## config.mk

```make
export PLATFORM = sky130hd
export DESIGN_NAME = gate_sweep_dwell_cnt
export DESIGN_NICKNAME = d
export VERILOG_FILES = /design/src/rtl/gate_sweep_dwell_cnt.sv
export SDC_FILE = /design/constraint.sdc
export NUM_CORES = 1
export LEC_CHECK = 0
export BUFFER_PORTS_ARGS = -buffer_cell sky130_fd_sc_hd__buf_4
export CORE_AREA = 4 4 41 43
export CTS_BUF_LIST = sky130_fd_sc_hd__clkbuf_2
export CTS_CLUSTER_DIAMETER = 30
export CTS_CLUSTER_SIZE = 10
export DETAILED_ROUTE_END_ITERATION = 16
export DIE_AREA = 0 0 45 47
export GPL_TIMING_DRIVEN = 0
export PLACE_DENSITY = 0.6
export SLEW_MARGIN = 20
export SYNTH_ARGS = -nofsm -noshare
export SYNTH_HDL_FRONTEND = slang
export SYNTH_SLANG_ARGS = --single-unit
```

## constraint.sdc

```tcl
create_clock -name clk -period 1.5 [get_ports clk]
set_clock_uncertainty 0.05 [all_clocks]
set_input_delay 0.225 -clock clk [delete_from_list [all_inputs] [get_ports clk]]
set_output_delay 0.225 -clock clk [all_outputs]
set_load 0.005 [all_outputs]
```

## src/rtl/gate_sweep_dwell_cnt.sv

```systemverilog
// gate_sweep_dwell_cnt -- dwell cycle counter for the gate sweep checker.
// Counts up every cycle while clr is low; tc flags the last DRIVE cycle of a
// vector (count DWELL-2), so DRIVE lasts DWELL-1 cycles before SAMPLE.
//   clk, rst_n : clock, asynchronous active-low reset
//   clr        : synchronous clear to 0 (has priority over counting)
//   tc         : terminal count reached
module gate_sweep_dwell_cnt #(
  parameter int DWELL = 10
) (
  input  logic clk,
  input  logic rst_n,
  input  logic clr,
  output logic tc
);

  logic [7:0] cnt;

  // NOTE: sequential state is written with non-blocking assignments only, so
  // every flop samples values from before the edge regardless of block order.
  always_ff @(posedge clk or negedge rst_n) begin
    if (!rst_n) begin
      cnt <= 8'd0;
    end else if (clr) begin
      cnt <= 8'd0;
    end else begin
      cnt <= cnt + 8'd1;
    end
  end

  assign tc = (cnt == 8'(DWELL - 2));

endmodule

```

# Yosys cells after proc, flatten, opt, wreduce, memory -nomap -nowiden

Cells that the tools add are included.

RAM bits: 0
Bits in read-only memories: 0
Input bits: 3
Bits in registers: 8
Latch bits: 0
Memories kept: 0
Output and inout port bits: 1

Reduce and logical (&&, ||, !) cells: 0
Equal/unequal tests: 1
Multiply operators: 0
Bitwise logic cells: 0
Shifts and indexed selects: 0
Order comparisons: 0
Add/sub/neg operators: 1
Divide/modulo/power cells: 0
Muxes and demuxes: 1

Operators by type and width:

| cell                                           | count |
|---|---|
| adder 8 x 1 -> 8 bit (second input constant)   | 1 |
| == test 8 x 4 -> 1 bit (second input constant) | 1 |
| two-way mux 8 bit                              | 1 |

# Depth between registers and ports, before layout

Word-level depth: 2
Depth in mapped cells: 4

# Worst setup path before layout

Ideal clock, no wire load.

Path type: reg2out
Start: register cnt[0]
End: output port tc
Stages on the path, launching flop included: 5
Data arrival time: 1.267 ns
Path slack: -0.042 ns
Data required time: 1.225 ns
Buffers on the path: 0
Path through: dfrtp_1 > inv_1 > ha_1 > or4b_1 > nor4b_2

Cells in the longest elaborated chain, start to end: 1

Ends and longest elaborated chain:

| what                     | RTL line | text |
|---|---|---|
| start: declaration       | 16       | `logic [7:0] cnt;` |
| start signal: assignment | 26       | `cnt <= cnt + 8'd1;` |
| == test 8 x 4 -> 1 bit   | 30       | `assign tc = (cnt == 8'(DWELL - 2));` |
| end: declaration         | 13       | `output logic tc` |

Every way passes these cells.

# Worst setup path in the final report

Start: register cnt[1]
End: output port tc

Same word-level chain as after synthesis.

==> results.toml <==
[clocking]
cts_tree = "yes"
clk_latency_ns = 0.22
htreeDepth = 1
root_buffer = "clkbuf_2"
cts_resized = 0
cts_buffer_depth = 2
clk_pin_slew_ns = 0.07
cts_num_sinks = 8
cts_buffers = 3

[synthesis]
ys_ff_latch = 8
synth.avg_cell_area_um2 = 10.2
synth_nets = 44
synth_edf_count = 0
synthFlopType = "dfrtp_1"
syn_area_um2 = 398
synthArstFlopShare_pct = 100
yosysWarnings = 0
ys_seq_area_share_pct = 50.3
ys_types = 16
synthCells = 39

[critical_path]
path_buf_inv = 2
critPathMaxFanout = 2
cpLargestDelayFamily = "simple AND/OR/NAND/NOR gates"
endpoint_kind = "output port"
worstRegToRegCells = 5
r2r_end = "cnt[6]$_DFF_PN0_"
worstPathRequired_ns = 1.22
arrival_ns = 1.61
slowest_stage = "or4b_1"
ff2ff_setup_slack_ns = 0.11
critical_path_class = "register to output port"
critical_path.cell_chain = "inv_1, ha_1, or4b_1, nor4b_2, buf_4"
critPathMaxStageDelay_ns = 0.44
reg2reg_from = "cnt[0]$_DFF_PN0_"
critPathLaunchType = "register"

[die]
die_y_um = 47
core_region_area_um2 = 1300
initial_core_util_pct = 30.6
die_area_um2 = 2120
rows = 13
pin_count = 4
die_w_um = 45

[layout]
areaGrowthSynthToFinish_pct = 18.6
num_antenna_cells = 0
final-seq-area_um2 = 200
drive_above_1_share_pct = 19.1
fillers = 141
largest_reg_flops = 8
reg.largest.list = "cnt: 8 flops"
fin_nets = 54
post-route-util_pct = 36.3
multi_input_area_um2 = 183
regMostFlops = "cnt"

[power]
p_leak_nw = 0.215
ir_drop_v = 0.000367
p_per_area_nw_per_um2 = 826

[detailed_routing]
wl_um = 682
first_pass_iters = 2
remaining_drc_errors = 0
wl_met2_um = 341
vias = 293
antenna_left = 0
top_layer = "met3"
wl_met3_um = 30
avgRoutedWirePerCell_um = 11.0
via_per_inst = 4.73
wl_met1_um = 309
drt-initial-drc-count = 9

[run_status]
failed_checks = "setup timing"
status = "complete, but fails checks"

[timing]
worst_pin_slew_ns = 0.352
finalSetupViolCount = 1
fin_setup_tns_ns = -0.383
setup_ws_ns = -0.383
rsz0062_at_grt = "yes"
report.final.slew_viol_count = 0
hold_violations = 0
period_share_pct = 126
min_period_ns = 1.88
fmax_ghz = 0.531
slew_headroom_pct = 76.5

[placed_design]
hpwlAfterDp_um = 540
port_buffers = 2
gp_congestion = 0.679
post-place-ws_ns = -0.235

[global_routing]
grt_max_degree = 9
grt_pass1_vias = 276
grt_pass1_wl_mm = 1.15
track_usage_pct = 7.73
antenna_found_initial = 0
grt.overflow.total = 0

[worst_hold_path]
hp-class = "input pin to asynchronous set/reset pin"

[run]
drv_cap = 0
-- worst register-to-register path, stage by stage, from the launching register on --
cell     delay, ns
dfrtp_1       0.35
buf_4         0.14
ha_1          0.20
inv_1         0.06
or3_1         0.36
a21oi_1       0.15
-- per-layer routing --
layer / global-route usage, % / vias to the layer above
met1: 8.62 / 139
met3: 2.68 / 0
met2: 12.4 / 4
met4: 5.26 / 0
li1: - / 150
met5: 0 / -
-- cell type report --
cell class	instances	area share, %
plain buffers	1	0.796
clock buffers	3	3.18
repair buffers	5	8.49
multi-input cells	27	38.7
flip-flops and latches	8	42.4
inverters	3	2.39
well taps	15	3.98
-- cells in the final DEF, fill, tap and decap left out, drive strengths merged --
master,count
dfrtp,8
nand3,4
nor2,4
buf,4
clkbuf,4
inv,3
o21ai,3
or3,3
a21oi,3
xor2,2
ha,2
nand4,1
nand2,1
xnor2,1
nor2b,1
or4b,1
nor4b,1
dlygate4sd3,1
-- synthesized netlist by cell type, types with 2 or more instances --
| master | n | share of area [%] |
|---|---|---|
| a21oi_1 | 3 | 3.8 |
| nor2_1 | 4 | 3.8 |
| or3_1 | 3 | 4.7 |
| o21ai_0 | 3 | 3.8 |
| dfrtp_1 | 8 | 50 |
| nand3_1 | 4 | 5.0 |
| inv_1 | 3 | 2.8 |
| xor2_1 | 2 | 4.4 |
| ha_1 | 2 | 6.3 |
-- cell families after synthesis --
family,count (synthesis),share of synthesized area [%]
AND/OR/NAND/NOR,16,25.5
XOR/XNOR,3,6.60
buffers and inverters,4,3.77
adder cells (fa/ha/maj),2,6.29
flip-flops,8,50.3
AO/OA/AOI/OAI,6,7.54
-- where the power goes --
group	switching, mW	internal, mW	total (mW)	leakage [nW]
Sequential	0.00696	0.222	0.229	0.109
Clock	0.0626	0.0545	0.117	0.0125
Combinational	0.0228	0.0207	0.0435	0.0931
Total	0.0924	0.297	0.390	0.215
-- metrics by stage --
stage               cells  instance area [um2]  total power [mW]  hold WS [ns]
floorplan              39                  398             0.254        -0.121
finish                 62                  472             0.390         0.296
detailed placement     56                  432             0.267      -0.00264
global route           62                  472             0.412         0.287
CTS                    62                  472             0.393         0.289
global placement       56                  432             0.267      -0.00257
-- what timing repair did --
item                       4_1_cts  5_1_grt
setup buffers                    2        0
setup endpoints to repair        1        1
hold endpoints to repair         8        0
hold buffers                     1        0
-- how the worst max path moves through the flow --
stage          to              from  cells past startpoint
2_1_floorplan  tc  cnt[0]$_DFF_PN0_                      4
4_1_cts        tc  cnt[1]$_DFF_PN0_                      5
3_5_place_dp   tc  cnt[0]$_DFF_PN0_                      5
3_3_place_gp   tc  cnt[0]$_DFF_PN0_                      5
5_1_grt        tc  cnt[1]$_DFF_PN0_                      5
6_report       tc  cnt[1]$_DFF_PN0_                      5
(Power assumes the default switching activity.)
